--- src/rtl/regfile_ctrl.sv ---
// regfile_ctrl: clears the Y86 register file after reset. It sequences dual
// writebacks (dstE, then dstM) through the single write port. It also
// arbitrates that port and the spare read port between the core and a
// debug/host requester, with a starvation guard for the debug side.
module regfile_ctrl #(
  parameter int NREG       = 15,
  parameter int DW         = 64,
  parameter int AW         = 4,
  parameter int STARVE_MAX = 4
) (
  input  logic          clk_i,
  input  logic          rst_n_i,
  input  logic          wb_valid_i,
  input  logic [AW-1:0] dstE_i,
  input  logic [DW-1:0] valE_i,
  input  logic [AW-1:0] dstM_i,
  input  logic [DW-1:0] valM_i,
  output logic          wb_stall_o,
  input  logic          dbg_req_i,
  input  logic          dbg_we_i,
  input  logic [AW-1:0] dbg_addr_i,
  input  logic [DW-1:0] dbg_wdata_i,
  output logic          dbg_ack_o,
  output logic [DW-1:0] dbg_rdata_o,
  output logic          rf_we_o,
  output logic [AW-1:0] rf_waddr_o,
  output logic [DW-1:0] rf_wdata_o,
  output logic [AW-1:0] rf_raddr_o,
  input  logic [DW-1:0] rf_rdata_i,
  output logic          init_done_o
);

  localparam int CW = (NREG > 1) ? $clog2(NREG) : 1;
  localparam int SW = $clog2(STARVE_MAX + 1);
  localparam logic [AW-1:0] REG_NONE = {AW{1'b1}};

  typedef enum logic [1:0] {
    S_INIT    = 2'd0,
    S_IDLE    = 2'd1,
    S_WB_M    = 2'd2,
    S_DBG_ACK = 2'd3
  } state_e;

  state_e        state_q, state_d;
  logic [CW-1:0] cnt_q, cnt_d;
  logic [SW-1:0] starve_q, starve_d;
  logic [AW-1:0] dstm_q, dstm_d;
  logic [DW-1:0] valm_q, valm_d;
  logic [DW-1:0] rdata_q, rdata_d;
  logic          init_done_q, init_done_d;

  logic          we_s;
  logic [AW-1:0] waddr_s;
  logic [DW-1:0] wdata_s;
  logic          stall_s;
  logic          grant_s;
  logic          starved_s;
  logic [SW-1:0] starve_inc_s;
  logic          core_dual_s;
  logic [AW-1:0] core_waddr_s;
  logic [DW-1:0] core_wdata_s;

  // Core writeback decode: dual when both destinations are real, else pick the real one.
  always_comb begin
    core_dual_s  = (dstE_i != REG_NONE) && (dstM_i != REG_NONE);
    core_waddr_s = dstM_i;
    core_wdata_s = valM_i;
    if (dstE_i != REG_NONE) begin
      core_waddr_s = dstE_i;
      core_wdata_s = valE_i;
    end else begin
      core_waddr_s = dstM_i;
      core_wdata_s = valM_i;
    end
  end

  // Debug arbitration: debug wins when the core is idle or has starved it long enough.
  always_comb begin
    starved_s    = (starve_q == SW'(STARVE_MAX));
    starve_inc_s = starved_s ? starve_q : (starve_q + SW'(1));
    grant_s      = dbg_req_i && (!wb_valid_i || starved_s);
  end

  // Next-state and write-port control for the controller FSM.
  always_comb begin
    state_d     = state_q;
    cnt_d       = cnt_q;
    starve_d    = starve_q;
    dstm_d      = dstm_q;
    valm_d      = valm_q;
    rdata_d     = rdata_q;
    init_done_d = init_done_q;
    we_s        = 1'b0;
    waddr_s     = {AW{1'b0}};
    wdata_s     = {DW{1'b0}};
    stall_s     = 1'b0;

    case (state_q)
      S_INIT: begin
        we_s    = 1'b1;
        waddr_s = AW'(cnt_q);
        stall_s = 1'b1;
        if (cnt_q == CW'(NREG - 1)) begin
          cnt_d       = {CW{1'b0}};
          init_done_d = 1'b1;
          state_d     = S_IDLE;
        end else begin
          cnt_d = cnt_q + CW'(1);
        end
      end

      S_IDLE: begin
        if (grant_s) begin
          // A preempted core holds its inputs; they are replayed later.
          stall_s  = wb_valid_i;
          starve_d = {SW{1'b0}};
          state_d  = S_DBG_ACK;
          if (dbg_we_i) begin
            we_s    = 1'b1;
            waddr_s = dbg_addr_i;
            wdata_s = dbg_wdata_i;
            rdata_d = {DW{1'b0}};
          end else begin
            rdata_d = (dbg_addr_i == REG_NONE) ? {DW{1'b0}} : rf_rdata_i;
          end
        end else begin
          if (dbg_req_i) begin
            starve_d = starve_inc_s;
          end else begin
            starve_d = {SW{1'b0}};
          end
          if (wb_valid_i) begin
            we_s    = 1'b1;
            waddr_s = core_waddr_s;
            wdata_s = core_wdata_s;
            stall_s = core_dual_s;
            if (core_dual_s) begin
              dstm_d  = dstM_i;
              valm_d  = valM_i;
              state_d = S_WB_M;
            end else begin
              state_d = S_IDLE;
            end
          end else begin
            state_d = S_IDLE;
          end
        end
      end

      S_WB_M: begin
        // Second half of a dual writeback; M is written last so it wins on dstE == dstM.
        we_s    = 1'b1;
        waddr_s = dstm_q;
        wdata_s = valm_q;
        state_d = S_IDLE;
      end

      S_DBG_ACK: begin
        if (dbg_req_i) begin
          starve_d = starve_q;
        end else begin
          starve_d = {SW{1'b0}};
        end
        if (wb_valid_i) begin
          we_s    = 1'b1;
          waddr_s = core_waddr_s;
          wdata_s = core_wdata_s;
          stall_s = core_dual_s;
          if (core_dual_s) begin
            dstm_d  = dstM_i;
            valm_d  = valM_i;
            state_d = S_WB_M;
          end else begin
            state_d = S_IDLE;
          end
        end else begin
          state_d = S_IDLE;
        end
      end

      default: begin
        state_d = S_INIT;
        cnt_d   = {CW{1'b0}};
      end
    endcase
  end

  // State and datapath registers; reset restarts the clearing sequence.
  always_ff @(posedge clk_i or negedge rst_n_i) begin
    if (!rst_n_i) begin
      state_q     <= S_INIT;
      cnt_q       <= {CW{1'b0}};
      starve_q    <= {SW{1'b0}};
      dstm_q      <= {AW{1'b0}};
      valm_q      <= {DW{1'b0}};
      rdata_q     <= {DW{1'b0}};
      init_done_q <= 1'b0;
    end else begin
      state_q     <= state_d;
      cnt_q       <= cnt_d;
      starve_q    <= starve_d;
      dstm_q      <= dstm_d;
      valm_q      <= valm_d;
      rdata_q     <= rdata_d;
      init_done_q <= init_done_d;
    end
  end

  // Outputs are forced to their quiet values while reset is asserted.
  // Writes to the "none" index are dropped here.
  assign rf_we_o     = rst_n_i & we_s & (waddr_s != REG_NONE);
  assign rf_waddr_o  = rst_n_i ? waddr_s : {AW{1'b0}};
  assign rf_wdata_o  = rst_n_i ? wdata_s : {DW{1'b0}};
  assign wb_stall_o  = (~rst_n_i) | stall_s;
  assign dbg_ack_o   = rst_n_i & (state_q == S_DBG_ACK);
  assign dbg_rdata_o = dbg_ack_o ? rdata_q : {DW{1'b0}};
  assign rf_raddr_o  = dbg_addr_i;
  assign init_done_o = init_done_q;

endmodule

--- config.mk ---
export PLATFORM = sky130hd
export DESIGN_NAME = regfile_ctrl
export DESIGN_NICKNAME = d
export VERILOG_FILES = /design/src/rtl/regfile_ctrl.sv
export SDC_FILE = /design/constraint.sdc
export NUM_CORES = 1
export LEC_CHECK = 0
export ABC_CLOCK_PERIOD_IN_PS = 2700
export CORE_AREA = 2 2 160 162
export CTS_BUF_LIST = sky130_fd_sc_hd__clkbuf_4 sky130_fd_sc_hd__clkbuf_8
export DETAILED_ROUTE_END_ITERATION = 12
export DIE_AREA = 0 0 162 164
export PLACE_DENSITY = 0.65
export SETUP_SLACK_MARGIN = 0.1
export SLEW_MARGIN = 20
export SYNTH_ARGS = -nofsm -noshare
export SYNTH_HDL_FRONTEND = slang
export SYNTH_SLANG_ARGS = --single-unit
--- constraint.sdc ---
create_clock -name clk_i -period 2.7 [get_ports clk_i]
set_input_delay 0.27 -clock clk_i [delete_from_list [all_inputs] [get_ports clk_i]]
set_output_delay 0.27 -clock clk_i [all_outputs]
set_load 0.01 [all_outputs]
==> flow_summary.json, run 1 <==
{
  "placed_area_sq_um": 12700,
  "drt_wl_total_mm": 32.1,
  "syn_to_final_growth_pct": 65.1,
  "hold_path_depth": 2,
  "slowest_stage": "dfrtp_2",
  "status": "completed",
  "syn_area_per_cell_sq_um": 9.65,
  "setup.worst_path.class": "flop to output port",
  "vias": 8028,
  "gp_congestion": 0.891,
  "utilization_pct": 53.0,
  "cp-end-kind": "output port",
  "fin_nets": 1509,
  "relSlewSlack_pct": 36.6,
  "critPathBufInv": 5,
  "path_clk_slew_ns": 0.11,
  "post_drt_wl_per_cell_microns": 20.3,
  "yosysWarnings": 0,
  "ir_worst_vdd_mv": 0.369,
  "hold_path.class": "primary input to flop",
  "setup_viol": 0,
  "path_depth": 8,
  "top_layer": "met4",
  "drt_iter0_markers": 485,
  "wl_met1_mm": 13.1,
  "synth_top_family_by_area": "compound AO/OA/AOI/OAI gates",
  "fin_area_sq_um": 13200,
  "rows": 58,
  "cts_made_buffers": 17,
  "synthMuxAreaShare_pct": 9.73,
  "root_buffer": "clkbuf_8",
  "synth-xor-area-share_pct": 0,
  "max_stage_delay_ns": 0.41,
  "synthAdderAreaFrac_pct": 0.314,
  "htreeDepth": 4,
  "antenna_found_initial": 3,
  "synth-simple-area-share_pct": 14.9,
  "first_pass_iters": 4,
  "clockBufferDepth": 2,
  "synth_cells": 826,
  "path_cells": "buf_6, clkinvlp_4, nor2_4, buf_12, bufbuf_16, a22oi_1, a21oi_2, clkdlybuf4s15_1",
  "power_density_nw_per_um2": 731,
  "fin_skew_ns": 0.0208,
  "drc": 0,
  "synth_compound_area_share_pct": 25.7,
  "cap_violations": 0,
  "cp-start-kind": "flop",
  "cts_tree": "done",
  "ys_types": 42,
  "ys_ff_latch": 142,
  "die-area_sq_um": 26600,
  "grt_pass1_wl_mm": 48.1,
  "period_minus_slack_ns": 2.56,
  "worstPathRequired_ns": 2.43,
  "dp_hpwl_mm": 22.7,
  "grt_overflow_total": 0,
  "synth_area_sq_um": 7970,
  "p_leak_nw": 5.56,
  "grt_setup_unrepaired": "true",
  "die_h_microns": 164,
  "drive_above_1_share_pct": 15.8,
  "route.met2.wl_mm": 15.9,
  "grt_pass1_vias": 8299,
  "whs_ns": 0.404,
  "start_util_pct": 32.1,
  "cp_max_fo": 22,
  "met3WireLength_mm": 2.56,
  "gr-usage-all-layers_pct": 23.6,
  "hold_viol": 0,
  "fin_crit_sh_pct": 94.8,
  "max_freq_mhz": 391,
  "drt-vias-per-instance": 5.08,
  "yosysSeqAreaShare_pct": 44.6,
  "io_pins": 413,
  "grt_max_degree": 72,
  "reg2regPathDepth": 8,
  "core_area_sq_um": 24800,
  "clk_latency_ns": 0.45,
  "syn_nets": 1101,
  "die_width_microns": 162,
  "finalMaxSlewViolations": 0,
  "nFillCells": 2300,
  "tightest_slew_ns": 0.951,
  "cts.sinks": 142,
  "cp_top_family": "buffers and inverters",
  "crit_arrival_ns": 2.29,
  "io_buffers": 412,
  "antenna_left": 0
}
placed cells by master, fill, tap and decap left out, types with 4 or more instances in the layout:
master | netlist | final
and2_1 | 70 | 69
dlygate4sd2_1 | 0 | 22
a21oi_1 | 66 | 65
mux2_1 | 20 | 20
nor2_1 | 8 | 7
mux2_2 | 48 | 48
o21ai_0 | 13 | 13
clkdlybuf4s50_1 | 0 | 341
dfrtp_1 | 142 | 140
o211ai_1 | 4 | 4
nand4b_1 | 5 | 5
a22oi_1 | 64 | 55
nand4_1 | 6 | 6
nand2_1 | 137 | 135
a21o_1 | 66 | 66
nand3_1 | 8 | 7
a22oi_2 | 0 | 9
clkbuf_2 | 0 | 37
buf_4 | 5 | 30
clkbuf_8 | 0 | 17
clkdlybuf4s15_1 | 0 | 9
a22o_1 | 64 | 64
buf_12 | 0 | 17
worst register-to-register path, delay by kind of cell, from the launching register on:
kind / cells / cell delay [ns]
adders and majority gates: 1 / 0.18
DFF: 1 / 0.36
buffers and inverters: 3 / 0.52
and+or+nand+nor: 2 / 0.42
AOI/OAI and AO/OA: 1 / 0.18
muxes: 1 / 0.42
through the flow:
stage | TNS [ns] | power [mW] | instances | setup WS, ns
finish | 0 | 9.61 | 1580 | 0.140
global route | 0 | 10.2 | 1580 | 0.0311
global placement | -0.125 | 7.70 | 1531 | -0.0559
detailed placement | -0.244 | 7.79 | 1531 | -0.0640
CTS | -0.0280 | 9.68 | 1575 | -0.0230
floorplan | 0 | 5.89 | 826 | 0.814
final cells by class:
| type | count | area (sq um) | share of cell area, % |
|---|---|---|---|
| flip-flops and latches | 142 | 3560 | 27.0 |
| multi-input cells | 602 | 4130 | 31.4 |
| clock buffers | 17 | 234 | 1.78 |
| diodes | 3 | 7.51 | 0.0571 |
| clock inverters | 15 | 178 | 1.35 |
| inverters | 5 | 22.5 | 0.171 |
| well taps | 330 | 413 | 3.14 |
| repair buffers | 466 | 4620 | 35.1 |
per-layer routing:
| metal | global-route usage [%] | vias up |
|---|---|---|
| li1 | - | 3803 |
| met1 | 28.7 | 3884 |
| met2 | 40.6 | 311 |
| met3 | 7.15 | 30 |
| met4 | 6.23 | 0 |
| met5 | 0 | - |
worst paths after layout:
kind / startpoint / to / slack (ns)
hold reg to reg: init_done_o / init_done_o / 0.46
setup reg to reg: starve_q[0] / valm_q[42] / 0.51
max in group asynchronous: rst_n_i / state_q[0] / 1.06
setup / recovery: state_q[1] / rf_wdata_o[41] / 0.14
min in group asynchronous: rst_n_i / state_q[1] / 0.55
hold / removal: rf_rdata_i[38] / rdata_q[38] / 0.40
registers in the layout, indices dropped and copies added, names as in the netlist:
register,count
valm_q,64
init_done_o,1
dstm_q,4
rdata_q,64
starve_q,3
state_q,2
cnt_q,4
what timing repair did:
action,in CTS,in global routing
resized for setup,78,98
pin swaps,3,5
cloned,3,0
hold buffers,2,0
endpoints found under the setup margin,95,82
setup buffers,7,2
endpoints found under the hold margin,14,0
synthesized netlist by cell type, drive strengths merged:
library cell,number,area [sq um]
a21bo,1,10.0
a21boi,1,7.51
a21o,66,495
a21oi,66,330
a22o,64,561
a22oi,64,480
a32o,1,10.0
a32oi,1,8.76
a41o,1,10.0
a41oi,1,8.76
and2,71,447
and3,2,12.5
and4,1,8.76
and4b,1,10.0
buf,41,224
clkbuf,36,135
dfrtp,142,3550
ha,2,25.0
inv,5,18.8
mux2,68,766
mux2i,1,10.0
nand2,137,514
nand2b,1,6.26
nand3,8,40.0
nand4,6,37.5
nand4b,5,43.8
nor2,9,36.3
nor2b,1,8.76
nor3,1,16.3
o211ai,4,30.0
o21ai,13,65.1
o2bb2ai,1,8.76
o31ai,2,15.0
o32a,1,10.0
or2,1,6.26
where the power goes:
group	internal, mW	switching (mW)
combinational	2.24	1.75
clock	0.781	1.02
sequential	3.18	0.637
cell families (layout without fill, tap and decap cells):
logic type	Yosys count	in the layout
buffers and inverters	82	503
adders and majority gates	2	2
DFF	142	142
other	0	3
AOI/OAI and AO/OA	287	287
muxes	69	69
and+or+nand+nor	244	244
Note: power is estimated with default switching activity, not from simulation.
==> inputs of run 2 (changes only) <==
- CORE_AREA: 2 2 160 162 -> 2 2 162 164
- CTS_BUF_LIST: sky130_fd_sc_hd__clkbuf_4 sky130_fd_sc_hd__clkbuf_8 -> not set
- DIE_AREA: 0 0 162 164 -> 0 0 164 166
- PLACE_DENSITY: 0.65 -> 0.64
==> run 2 against run 1 <==
Core utilization fell by 0.70 points. First-iteration DRC count is 13% lower. Via count grew 0.98%. Flip-flop and latch count unchanged. Highest routed layer is now met5. Routed wire length shrank 0.15%. Largest cell class unchanged. Clock power increased by 38%. Clock-buffer cell count is 1 higher. Setup slack improved by 0.045 ns. Cell area is 1.8% higher. Register-to-register slack improved by 0.03 ns. Critical path depth is 1 higher.
==> flow_summary.json, run 2 (synthesized netlist as in run 1, its figures left out) <==
{
  "critPathBufInv": 4,
  "worstPathRequired_ns": 2.43,
  "layout_commonest_cell": "clkdlybuf4s50_1",
  "period_minus_slack_ns": 2.52,
  "setup_tns_ns": 0,
  "fin_nets": 1504,
  "clockBufferDepth": 2,
  "grt_max_degree": 65,
  "htreeDepth": 4,
  "syn_to_final_growth_pct": 68.1,
  "cts_tree": "done",
  "nFillCells": 2395,
  "start_util_pct": 31.1,
  "grt_setup_unrepaired": "false",
  "crit_arrival_ns": 2.25,
  "path_cells": "inv_1, ha_1, a21bo_1, and2_4, buf_12, bufbuf_16, a22oi_1, a21oi_1, buf_2",
  "rows": 59,
  "grt_pass1_vias": 8483,
  "drt_iter0_markers": 423,
  "io_buffers": 412,
  "p_seq_share_pct": 37.4,
  "tightest_slew_ns": 0.838,
  "max_stage_delay_ns": 0.36,
  "setup.worst_path.class": "flop to output port",
  "drive_above_1_share_pct": 16.3,
  "gr-usage-all-layers_pct": 23.1,
  "cp_top_family": "buffers and inverters",
  "vias": 8107,
  "clk_latency_ns": 0.41,
  "drt_wl_total_mm": 32.0,
  "cts_made_buffers": 17,
  "setup_viol": 0,
  "drc": 0,
  "hold_path.class": "primary input to asynchronous set/reset pin",
  "r2r_start": "starve_q[0]",
  "ir_worst_vdd_mv": 0.487,
  "cp-start-kind": "flop",
  "fin_skew_ns": 0.0120,
  "slowest_stage": "dfrtp_1",
  "drt-vias-per-instance": 5.13,
  "cap_violations": 0,
  "cp_max_fo": 16,
  "internal_power_mw": 6.81,
  "sw_frac_of_total_pct": 33.6,
  "rrSetupSlack_ns": 0.54,
  "antenna_found_initial": 3,
  "reg_top3": "rdata_q x64, valm_q x64",
  "max_freq_mhz": 398,
  "finalMaxSlewViolations": 0,
  "first_pass_iters": 5,
  "root_buffer": "clkbuf_16",
  "gp_congestion": 0.865,
  "path_clk_slew_ns": 0.06,
  "comb_power_share_pct": 38.4,
  "cp-end-kind": "output port",
  "p_clk_share_pct": 24.2,
  "die_h_microns": 166,
  "antenna_left": 0,
  "hold_viol": 0,
  "mostFrequentLayoutCells": "clkdlybuf4s50_1, dfrtp_1, nand2_1",
  "die_width_microns": 164,
  "io_pins": 413,
  "core_area_sq_um": 25600,
  "post_drt_wl_per_cell_microns": 20.3,
  "netSwitchingPower_mw": 3.44,
  "power_density_nw_per_um2": 765,
  "grt_pass1_wl_mm": 48.4,
  "die-area_sq_um": 27200,
  "fin_crit_sh_pct": 93.2,
  "cts.sinks": 142,
  "status": "completed",
  "fin_ws_ns": 0.185,
  "dp_hpwl_mm": 22.6,
  "dpl_worst_slack_ns": 0.0931,
  "grt_overflow_total": 0,
  "worst_r2r_endpoint": "valm_q[33]",
  "reg2regPathDepth": 8,
  "p_leak_nw": 5.69,
  "relSlewSlack_pct": 44.1
}
-- run 2: changes by cell type in the layout (fill, tap and decap cells not counted), moves of 2 or more --
cell | previous run | this run
a22oi_1 | 55 | 39
a22oi_2 | 9 | 25
dlygate4sd2_1 | 22 | 37
clkdlybuf4s15_1 | 9 | 0
buf_12 | 17 | 20
clkinv_4 | 3 | 1
clkbuf_2 | 37 | 1
clkbuf_8 | 17 | 1
clkbuf_16 | 0 | 17
buf_4 | 30 | 26
clkinv_8 | 3 | 0
buf_2 | 0 | 31
-- run 2: timing repair --
action / in CTS / in global routing
pin swaps: 4 / 4
endpoints found under the hold margin: 30 / 0
cloned: 2 / 0
gates resized for setup: 172 / 23
endpoints found under the setup margin: 120 / 39
hold buffers: 1 / 0
setup buffers: 9 / 2
-- run 2: cell type report --
cell class	count	area [sq um]	area share, %
repair buffers	461	4590	34.3
inverters	5	18.8	0.140
well taps	335	419	3.13
clock buffers	18	439	3.28
clock inverters	14	171	1.28
diodes	2	5.00	0.0373
flip-flops and latches	142	3560	26.5
multi-input cells	602	4200	31.3
-- run 2: layer usage --
layer	part of all wire [%]	wire, microns	vias up	GRT usage (%)
met4	3.1	977	2	8.16
met5	0.037	12	-	0
met1	40	12700	3917	27.0
met2	48	15400	355	39.1
li1	-	-	3784	-
met3	9.2	2940	49	7.89
-- run 2: power by group through the flow --
stage / combinational [mW] / clock (mW) / sequential, mW
after global routing: 4.28 / 2.62 / 3.98
after CTS: 3.94 / 2.56 / 3.82
after global placement: 3.87 / 0 / 3.82
after detailed placement: 3.94 / 0 / 3.82
final: 3.94 / 2.48 / 3.84
after floorplan: 2.30 / 0 / 3.59
-- run 2: through the flow --
stage	util (%)	power, mW	hold WS [ns]	cell area (sq um)	instances
global route	52.3	10.9	0.0837	13400	1579
global placement	49.4	7.68	0.0863	12700	1531
CTS	52.2	10.3	0.0382	13400	1575
finish	52.3	10.3	0.0250	13400	1579
detailed placement	49.4	7.76	0.0869	12700	1531
floorplan	-	5.89	-0.0256	7970	826
-- run 2: worst max-delay path by stage --
stage | from | endpoint | slack (ns) | depth (start not counted)
after floorplan | state_q[1] | rf_wdata_o[10] | 0.81 | 7
after global placement | dstE_i[0] | rf_wdata_o[20] | 0.11 | 7
after detailed placement | wb_valid_i | rf_we_o | 0.09 | 7
after CTS | starve_q[0] | rf_wdata_o[43] | 0.0007 | 9
after global routing | starve_q[1] | rf_wdata_o[54] | 0.1 | 9
final | starve_q[0] | rf_wdata_o[49] | 0.18 | 9
-- run 2: worst register-to-register path, cell delays in order (launching register included) --
cell and delay [ns]:
dfrtp_1 0.36, inv_1 0.05, ha_1 0.21, a21bo_1 0.18, buf_4 0.17, and2_4 0.15, nor3_4 0.26, buf_12 0.25
mux2_2 0.41
